===== src/rtl/plot_arb_pkg.sv =====
// rtl/plot_arb_pkg.sv - shared state type and pixel field widths for the plot arbiter
package plot_arb_pkg;

  typedef enum logic {
    IDLE  = 1'b0,
    GRANT = 1'b1
  } arb_state_e;

  localparam int X_W = 8;
  localparam int Y_W = 7;
  localparam int C_W = 3;

endpackage


===== src/rtl/rr_picker.sv =====
// rtl/rr_picker.sv - combinational round-robin pick starting one past the last winner
module rr_picker #(
  parameter int NUM_REQ = 4,
  parameter int IW      = 2
) (
  input  logic [NUM_REQ-1:0] req,
  input  logic [IW-1:0]      last_winner,
  output logic [IW-1:0]      winner,
  output logic               valid
);

  always_comb begin
    int idx;
    winner = '0;
    valid  = 1'b0;
    idx    = 0;
    // Scan farthest-first so the nearest requester after last_winner is written last.
    for (int k = NUM_REQ; k >= 1; k--) begin
      idx = int'(last_winner) + k;
      if (idx >= NUM_REQ) idx = idx - NUM_REQ;
      if (req[idx]) begin
        winner = IW'(idx);
        valid  = 1'b1;
      end
    end
  end

endmodule


===== src/rtl/plot_arbiter.sv =====
// rtl/plot_arbiter.sv - round-robin owner of the VGA plot port; PLOT_ARB_TIMEOUT_EN adds a grant watchdog
module plot_arbiter
  import plot_arb_pkg::*;
#(
  parameter int NUM_REQ     = 4,
  parameter int TIMEOUT_CYC = 64
) (
  input  logic                   clk,
  input  logic                   resetn,
  input  logic [NUM_REQ-1:0]     req,
  input  logic [NUM_REQ-1:0]     done,
  input  logic [NUM_REQ-1:0]     plot_in,
  input  logic [NUM_REQ*X_W-1:0] x_in,
  input  logic [NUM_REQ*Y_W-1:0] y_in,
  input  logic [NUM_REQ*C_W-1:0] colour_in,
  output logic [NUM_REQ-1:0]     grant,
  output logic                   plot,
  output logic [X_W-1:0]         x,
  output logic [Y_W-1:0]         y,
  output logic [C_W-1:0]         colour_out,
  output logic                   busy,
  output logic                   timeout_err
);

  localparam int IW = (NUM_REQ > 1) ? $clog2(NUM_REQ) : 1;

  arb_state_e         state_q, state_d;
  logic [NUM_REQ-1:0] grant_q, grant_d;
  logic [IW-1:0]      gidx_q, gidx_d;
  logic [IW-1:0]      last_q, last_d;
  logic               plot_q, plot_d;
  logic [X_W-1:0]     x_q, x_d;
  logic [Y_W-1:0]     y_q, y_d;
  logic [C_W-1:0]     col_q, col_d;
  logic [IW-1:0]      pick_idx;
  logic               pick_valid;
  logic               rel_norm;

`ifdef PLOT_ARB_TIMEOUT_EN
  localparam int CW = $clog2(TIMEOUT_CYC) + 1;
  logic [CW-1:0] cnt_q, cnt_d;
  logic          tmo_err_q, tmo_err_d;
  logic          tmo_fire;
`endif

  rr_picker #(
    .NUM_REQ    (NUM_REQ),
    .IW         (IW)
  ) u_rr_picker (
    .req        (req),
    .last_winner(last_q),
    .winner     (pick_idx),
    .valid      (pick_valid)
  );

  always_comb begin
    state_d  = state_q;
    grant_d  = grant_q;
    gidx_d   = gidx_q;
    last_d   = last_q;
    plot_d   = 1'b0;
    x_d      = x_q;
    y_d      = y_q;
    col_d    = col_q;
    rel_norm = done[gidx_q] || !req[gidx_q];
`ifdef PLOT_ARB_TIMEOUT_EN
    cnt_d     = '0;
    tmo_err_d = 1'b0;
    tmo_fire  = (state_q == GRANT) && (cnt_q == CW'(TIMEOUT_CYC - 1)) && !rel_norm;
`endif
    case (state_q)
      IDLE: begin
        if (pick_valid) begin
          state_d = GRANT;
          gidx_d  = pick_idx;
          for (int i = 0; i < NUM_REQ; i++) grant_d[i] = (pick_idx == IW'(i));
        end
      end
      GRANT: begin
        plot_d = plot_in[gidx_q];
        x_d    = x_in[gidx_q*X_W +: X_W];
        y_d    = y_in[gidx_q*Y_W +: Y_W];
        col_d  = colour_in[gidx_q*C_W +: C_W];
`ifdef PLOT_ARB_TIMEOUT_EN
        cnt_d     = cnt_q + 1'b1;
        tmo_err_d = tmo_fire;
        if (rel_norm || tmo_fire) begin
`else
        if (rel_norm) begin
`endif
          state_d = IDLE;
          grant_d = '0;
          last_d  = gidx_q;
        end
      end
      default: begin
        state_d = IDLE;
        grant_d = '0;
      end
    endcase
  end

  always_ff @(posedge clk or negedge resetn) begin
    if (!resetn) begin
      state_q <= IDLE;
      grant_q <= '0;
      gidx_q  <= '0;
      last_q  <= IW'(NUM_REQ - 1);
      plot_q  <= 1'b0;
      x_q     <= '0;
      y_q     <= '0;
      col_q   <= '0;
`ifdef PLOT_ARB_TIMEOUT_EN
      cnt_q     <= '0;
      tmo_err_q <= 1'b0;
`endif
    end else begin
      state_q <= state_d;
      grant_q <= grant_d;
      gidx_q  <= gidx_d;
      last_q  <= last_d;
      plot_q  <= plot_d;
      x_q     <= x_d;
      y_q     <= y_d;
      col_q   <= col_d;
`ifdef PLOT_ARB_TIMEOUT_EN
      cnt_q     <= cnt_d;
      tmo_err_q <= tmo_err_d;
`endif
    end
  end

  assign grant      = grant_q;
  assign plot       = plot_q;
  assign x          = x_q;
  assign y          = y_q;
  assign colour_out = col_q;
  assign busy       = (state_q == GRANT);
`ifdef PLOT_ARB_TIMEOUT_EN
  assign timeout_err = tmo_err_q;
`else
  assign timeout_err = 1'b0;
`endif

endmodule

===== config.mk =====
export PLATFORM = sky130hd
export DESIGN_NAME = plot_arbiter
export DESIGN_NICKNAME = d
export VERILOG_FILES = /design/src/rtl/plot_arb_pkg.sv /design/src/rtl/rr_picker.sv /design/src/rtl/plot_arbiter.sv
export SDC_FILE = /design/constraint.sdc
export NUM_CORES = 1
export LEC_CHECK = 0
export ABC_AREA = 1
export CELL_PAD_IN_SITES_DETAIL_PLACEMENT = 1
export CELL_PAD_IN_SITES_GLOBAL_PLACEMENT = 1
export CORE_MARGIN = 2
export CORE_UTILIZATION = 22
export CTS_CLUSTER_DIAMETER = 100
export DETAILED_ROUTE_END_ITERATION = 16
export PLACE_DENSITY_LB_ADDON = 0.1
export SYNTH_ARGS = -nofsm -noshare
export SYNTH_HDL_FRONTEND = slang
export SYNTH_SLANG_ARGS = --single-unit

===== constraint.sdc =====
create_clock -name clk -period 1.5 [get_ports clk]
set_input_delay 0.375 -clock clk [delete_from_list [all_inputs] [get_ports clk]]
set_output_delay 0.375 -clock clk [all_outputs]
set_load 0.02 [all_outputs]

==> flow_summary_export.csv, run 1 <==
group,metric,value,unit
setup_path,crit_fanout,6,
clocking,htree_levels,1,
timing,post-route-period-util,104.2,%
run_status,status,"complete, but fails checks",
finish,fin_nets,483,
power,total_power,6.323,mW
timing,drv_slew,0,
timing,setup_viol,7,
hold_path,holdCritPathClass,"in -> async",
clocking,postCtsHoldBufs,0,
grt,antenna_found_initial,0,
floorplan,die_w,96.70,um
yosys,ys_seq_area_share,37.19,%
floorplan,ios,111,
drt,vias,2259,
yosys,post_synth_num_cell_types,26,
timing,setup_slack,-0.06269,ns
yosys,async_flop_share,100.0,%
clocking,cts.clk_slew.worst_paths,0.10,ns
clocking,clock_latency,0.27,ns
power,switchingPower,3.220,mW
power,p_int,3.103,mW
timing,rsz0062_at_grt,"yes",
timing,clock_skew,0.004080,ns
drt,drtIter0Drc,47,
yosys,netlist.area_leader.share,34.41,%
clocking,cts_tree,"yes",
finish,drive_gt1_share,18.43,%
floorplan,rows,33,
grt,grt-ovfl-total,0,
finish,nFillCells,1040,
drt,drc,0,
run,cap_viol_max_count,0,
clocking,cts.sinks,28,
setup_path,setup.worst_path.end_class,"flop",
yosys,synth_area,0.001891,mm^2
yosys,yosysMostFrequentCell,"nor2_1",
floorplan,start_util,22.89,%
grt,track_usage,15.63,%
power,pwr-share-comb,70.6,%
floorplan,core_area,0.008258,mm^2
finish,fin_util,40.94,%
power,cellLeakagePower,1.482,nW
clocking,cts_root_buffer,"clkbuf_8",
timing,max_freq,639.9,MHz
timing,period_needed,1.563,ns
yosys,syn_inst,285,
power,p_per_area,1870,mW/mm^2
setup_path,cp-start-kind,"flop",
grt,first_global_vias,2367,
drt,wirelength,7433,um
grt,grt_pass1_wl,12010,um
yosys,yosys-top-cells-area,"dfrtp_1 34%, nor2_1 19%, o21ai_0 11%, nand2_1 6.2%, a31oi_1 6.0%",
yosys,yosysWarnings,0,
setup_path,critical_path_class,"reg -> reg",
yosys,synth_area_per_cell,6.634,um^2
finish,area_delta_synth_final,78.82,%
setup_path,r2r_slack,-0.06,ns
drt,ant_nets,0,
drt,wl_per_cell,14.84,um
clocking,cts_inserted_buffers,3,
setup_path,arrival,1.78,ns
setup_path,worstPathRequired,1.72,ns
yosys,ys_top_cells_by_count,"94 x nor2_1, 41 x o21ai_0, 31 x nand2_1",
clocking,cts_buffer_depth,2,
yosys,syn_nets,371,
placed_design,dpl.hpwl,5440,um
yosys,synth_edf_count,0,
floorplan,die_height,96.70,um
yosys,synth-main-ff-cell,"dfrtp_1",
finish,antenna_cells,0,
drt,via_per_inst,4.509,
power,pwr-share-seq,21.9,%
drt,first_pass_iters,4,
power,swShare,50.93,%
run_status,violations,"setup timing",
yosys,synth_top_cell_by_area,"dfrtp_1",
grt,grt_max_degree,41,
power,pwr-share-clk,7.5,%
placed_design,gp_congestion,0.8066,
timing,hold_viol,0,
placed_design,port_buffers,109,
floorplan,fp.dieArea,0.009351,mm^2
yosys,ys_ff_latch,28,
power,ir_worst_vdd,482.3,uV
## state kept, by name, indices dropped and copies added, names as in the netlist
name	count
busy	1
colour_out	3
gidx_q	2
grant	4
last_q	2
plot	1
x	8
y	7
## final cells by class
type | count | area (um^2) | area share (%)
Clock buffer | 4 | 55.05 | 1.628
Inverter | 16 | 72.57 | 2.147
Multi-Input combinational cell | 223 | 1201 | 35.53
Sequential cell | 28 | 703.2 | 20.80
Tap cell | 105 | 131.4 | 3.886
Timing Repair Buffer | 125 | 1217 | 36.01
## metal layers
metal	vias up	wire length, um	share of wire (%)	track usage, %
met4	0	29	0.39	1.625
met5	-	0	0	0
met1	1061	3162	43	19.12
met2	47	3828	52	28.42
li1	1149	-	-	-
met3	2	412	5.5	4.118
## final timing paths
| check | from | endpoint | cells past startpoint |
|---|---|---|---|
| worst max-delay path | last_q[0] | grant[1] | 11 |
| worst min-delay path | resetn | y[6] | 2 |
| worst max register to register | last_q[0] | grant[1] | 11 |
| worst min register to register | grant[3] | grant[3] | 2 |
| max in group asynchronous | resetn | last_q[0] | 2 |
| min in group clk | grant[3] | grant[3] | 2 |
## cells in the final DEF (no fill, tap or decap)
master | synthesis | routed
nand4_1 | 2 | 2
nor2_4 | 1 | 1
nand3_1 | 10 | 2
nand2_8 | 0 | 1
buf_4 | 4 | 10
dlymetal6s2s_1 | 0 | 2
nand3_4 | 0 | 1
dfrtp_1 | 26 | 26
buf_6 | 1 | 3
dlygate4sd2_1 | 0 | 24
nand2_1 | 31 | 16
o21ai_4 | 0 | 1
o21ai_2 | 2 | 2
a21oi_4 | 0 | 1
o21ai_1 | 5 | 9
inv_2 | 3 | 6
nor3_4 | 0 | 1
nand3_2 | 1 | 8
inv_1 | 11 | 8
dfstp_2 | 2 | 2
clkinv_4 | 0 | 1
buf_12 | 0 | 1
nand2_4 | 0 | 10
inv_8 | 0 | 1
clkdlybuf4s50_1 | 0 | 83
clkbuf_4 | 0 | 1
o21ai_0 | 41 | 36
buf_8 | 0 | 1
conb_1 | 1 | 1
a31oi_1 | 18 | 18
clkbuf_8 | 0 | 4
nor2_1 | 94 | 94
nand2_2 | 13 | 17
a21oi_1 | 2 | 2
## power groups by stage
stage / Combinational, mW / Sequential (mW) / Clock (mW)
6_report: 4.46 / 1.38 / 0.476
5_1_grt: 4.98 / 1.44 / 0.531
4_1_cts: 4.27 / 1.39 / 0.509
3_5_place_dp: 4.11 / 1.44 / 0
3_3_place_gp: 4.07 / 1.42 / 0
2_1_floorplan: 2.20 / 1.74 / 0
## worst max-delay path, stage by stage (launching register included)
cell	delay, ns
dfstp_2	0.56
buf_8	0.14
inv_8	0.06
nand2_2	0.06
nand2_2	0.08
nand2_2	0.09
nand2_1	0.06
inv_2	0.06
nand3_2	0.13
nand2_4	0.11
nand3_2	0.05
nand2_1	0.08
## through the flow
| step | hold WS, ns | std cells | setup TNS [ns] | setup WS, ns | cell area (um^2) |
|---|---|---|---|---|---|
| floorplan | 0.07941 | 285 | 0 | 0.1032 | 1891 |
| global placement | 0.5047 | 492 | -2.271 | -0.2838 | 3114 |
| detailed placement | 0.5097 | 492 | -2.535 | -0.3092 | 3114 |
| CTS | 0.4521 | 500 | -0.3724 | -0.06011 | 3288 |
| global route | 0.4467 | 501 | -1.032 | -0.1573 | 3381 |
| finish | 0.4510 | 501 | -0.3476 | -0.06269 | 3381 |
## logic make-up after synthesis
| kind of cell | count (synthesis) | synth area share [%] |
|---|---|---|
| simple gates | 153 | 34.08 |
| compound gates | 69 | 20.05 |
| buf+inv | 34 | 8.471 |
| flops | 28 | 37.19 |
| other cells | 1 | 0.1984 |
## what timing repair did
action | 4_1_cts | 5_1_grt
gates resized for setup | 57 | 26
pin swaps | 18 | 8
setup buffers | 4 | 1
setup endpoints to repair | 32 | 10
endpoints found under the hold margin | 0 | 0
(Power assumes the default switching activity.)
==> run 2, diff against run 1 <==
CAP_MARGIN = 20   (was unset)
CORE_MARGIN = unset   (was 2)
CTS_CLUSTER_DIAMETER = unset   (was 100)
==> run 2 against run 1 <==
  * The flow still finishes with violations (setup timing)
  * Cell area is 3.1% lower
  * Highest routed layer unchanged
  * Clock skew is 0.0017 ns lower
  * Register-to-register slack better by 0.03 ns
  * Utilization is 1.3 points lower
  * Sequential power hardly changed
  * Sequential share of layout area is 0.68 points higher
  * Non-clock buffer count stayed put
  * Worst hold slack worse by 0.0048 ns
==> flow_summary_export.csv, run 2 (synthesis gave the netlist of run 1 again) <==
group,metric,value,unit
drt,vias,2220,
placed_design,gp_congestion,0.7466,
finish,largest_reg_flops,8,
drt,wirelength,7041,um
timing,setup_tns,-0.1466,ns
drt,drtIter0Drc,51,
setup_path,cp-start-kind,"primary input",
placed_design,port_buffers,109,
power,p_per_area,1844,mW/mm^2
clocking,htree_levels,1,
clocking,cts_root_buffer,"clkbuf_8",
run,cap_viol_max_count,0,
floorplan,core_area,0.008258,mm^2
grt,grt-ovfl-total,0,
timing,drv_slew,0,
floorplan,rows,33,
grt,first_global_vias,2383,
timing,period_needed,1.542,ns
drt,via_per_inst,4.431,
grt,antenna_found_initial,0,
grt,track_usage,16.43,%
setup_path,cpMostUsedCell,"nand2_2",
timing,setup_slack,-0.04169,ns
drt,first_pass_iters,4,
finish,drive_gt1_share,15.66,%
finish,fin_nets,483,
setup_path,worstReg2RegStart,"last_q[0]",
setup_path,crit_fanout,3,
clocking,cts.clk_slew.worst_paths,0.10,ns
timing,max_freq,648.6,MHz
run_status,violations,"setup timing",
timing,rsz0062_at_grt,"yes",
run_status,status,"complete, but fails checks",
placed_design,place_area,0.003137,mm^2
drt,ant_nets,0,
finish,final_cell_area,0.003274,mm^2
floorplan,die_w,94.70,um
clocking,cts_tree,"yes",
clocking,cts.sinks,28,
finish,layout_common_cells,"94 x nor2_1, 85 x clkdlybuf4s50_1, 41 x o21ai_0",
setup_path,worstSetupStartpoint,"req[1]",
grt,grt_pass1_wl,11480,um
drt,drc,0,
power,cellLeakagePower,1.429,nW
floorplan,ios,111,
clocking,cts_buffer_depth,2,
hold_path,holdCritPathClass,"in -> async",
clocking,cts_inserted_buffers,3,
setup_path,worstPathRequired,1.66,ns
finish,antenna_cells,0,
floorplan,die_height,94.70,um
drt,wl_per_cell,14.05,um
floorplan,start_util,22.89,%
timing,post-route-period-util,102.8,%
finish,area_delta_synth_final,73.20,%
setup_path,arrival,1.71,ns
timing,setup_viol,6,
setup_path,max_stage_delay,0.51,ns
grt,grt_max_degree,41,
clocking,clock_latency,0.28,ns
finish,nFillCells,1036,
setup_path,path_cells,"clkdlybuf4s50_1 > inv_1 > nand2_1 > nand3_2 > nand2_1 > inv_1 > nand2_2 > nand2_2 > nand2_4 > nand2_4 > nand2_2 > o21ai_2",
setup_path,critical_path_class,"in -> reg",
power,ir_worst_vdd,624.8,uV
setup_path,cp_slowest_cell,"clkdlybuf4s50_1",
timing,hold_viol,0,
finish,final_common_cell,"nor2_1",
timing,clock_skew,0.002389,ns
setup_path,setup.worst_path.end_class,"flop",
placed_design,dpl.hpwl,5358,um
floorplan,fp.dieArea,0.008968,mm^2
run 2: cell type report:
class,count,area [um^2],share of cell area [%]
inverters,16,70.07,2.140
clock buffers,4,55.05,1.681
repair buffers,125,1197,36.57
well taps,105,131.4,4.012
multi-input cells,223,1117,34.12
flip-flops and latches,28,703.2,21.47
run 2: through the flow:
| stage | instances | hold slack (ns) | util (%) | power [mW] | setup slack (ns) |
|---|---|---|---|---|---|
| floorplan | 285 | 0.07941 | - | 3.933 | 0.1032 |
| global placement | 495 | 0.5059 | 37.98 | 5.526 | -0.2948 |
| detailed placement | 495 | 0.5149 | 37.98 | 5.586 | -0.3593 |
| CTS | 501 | 0.4526 | 39.48 | 6.142 | -0.03556 |
| global route | 501 | 0.4542 | 39.65 | 6.645 | -0.1282 |
| finish | 501 | 0.4462 | 39.65 | 6.037 | -0.04169 |
run 2: routing by layer:
layer  routed length (um)  vias to the layer above  part of all wire (%)  track usage (%)
li1                     -                     1149                     -                -
met1                 3081                     1016                    44            20.05
met2                 3543                       51                    50            29.02
met3                  360                        4                   5.1            3.382
met4                   55                        0                  0.78            4.545
met5                    0                        -                     0                0
run 2: final timing paths:
check / to / slack, ns / depth (start not counted)
worst min-delay path: y[0] / 0.45 / 2
worst max-delay path: gidx_q[0] / -0.04 / 12
worst min register to register: grant[3] / 0.53 / 2
max in group asynchronous: last_q[1] / 0.81 / 2
min in group clk: grant[3] / 0.53 / 2
worst max register to register: gidx_q[0] / -0.03 / 10
run 2: timing repair:
action                                  in CTS  in global routing
pin swaps                                    9                  5
endpoints found under the setup margin      31                  9
gates resized for setup                     47                  4
buffers inserted                             2                  0
hold buffers                                 0                  0
hold endpoints to repair                     0                  0
run 2: where the power goes:
| part | total (mW) | switching (mW) | internal (mW) |
|---|---|---|---|
| clock network | 0.490 | 0.255 | 0.235 |
| registers | 1.38 | 0.234 | 1.15 |
| logic | 4.16 | 2.54 | 1.62 |
run 2: critical path, delay by kind of cell:
kind                   cells  cell delay [ns]
AND/OR/NAND/NOR            8             0.65
buffers and inverters      3             0.63
AO/OA/AOI/OAI              1             0.05
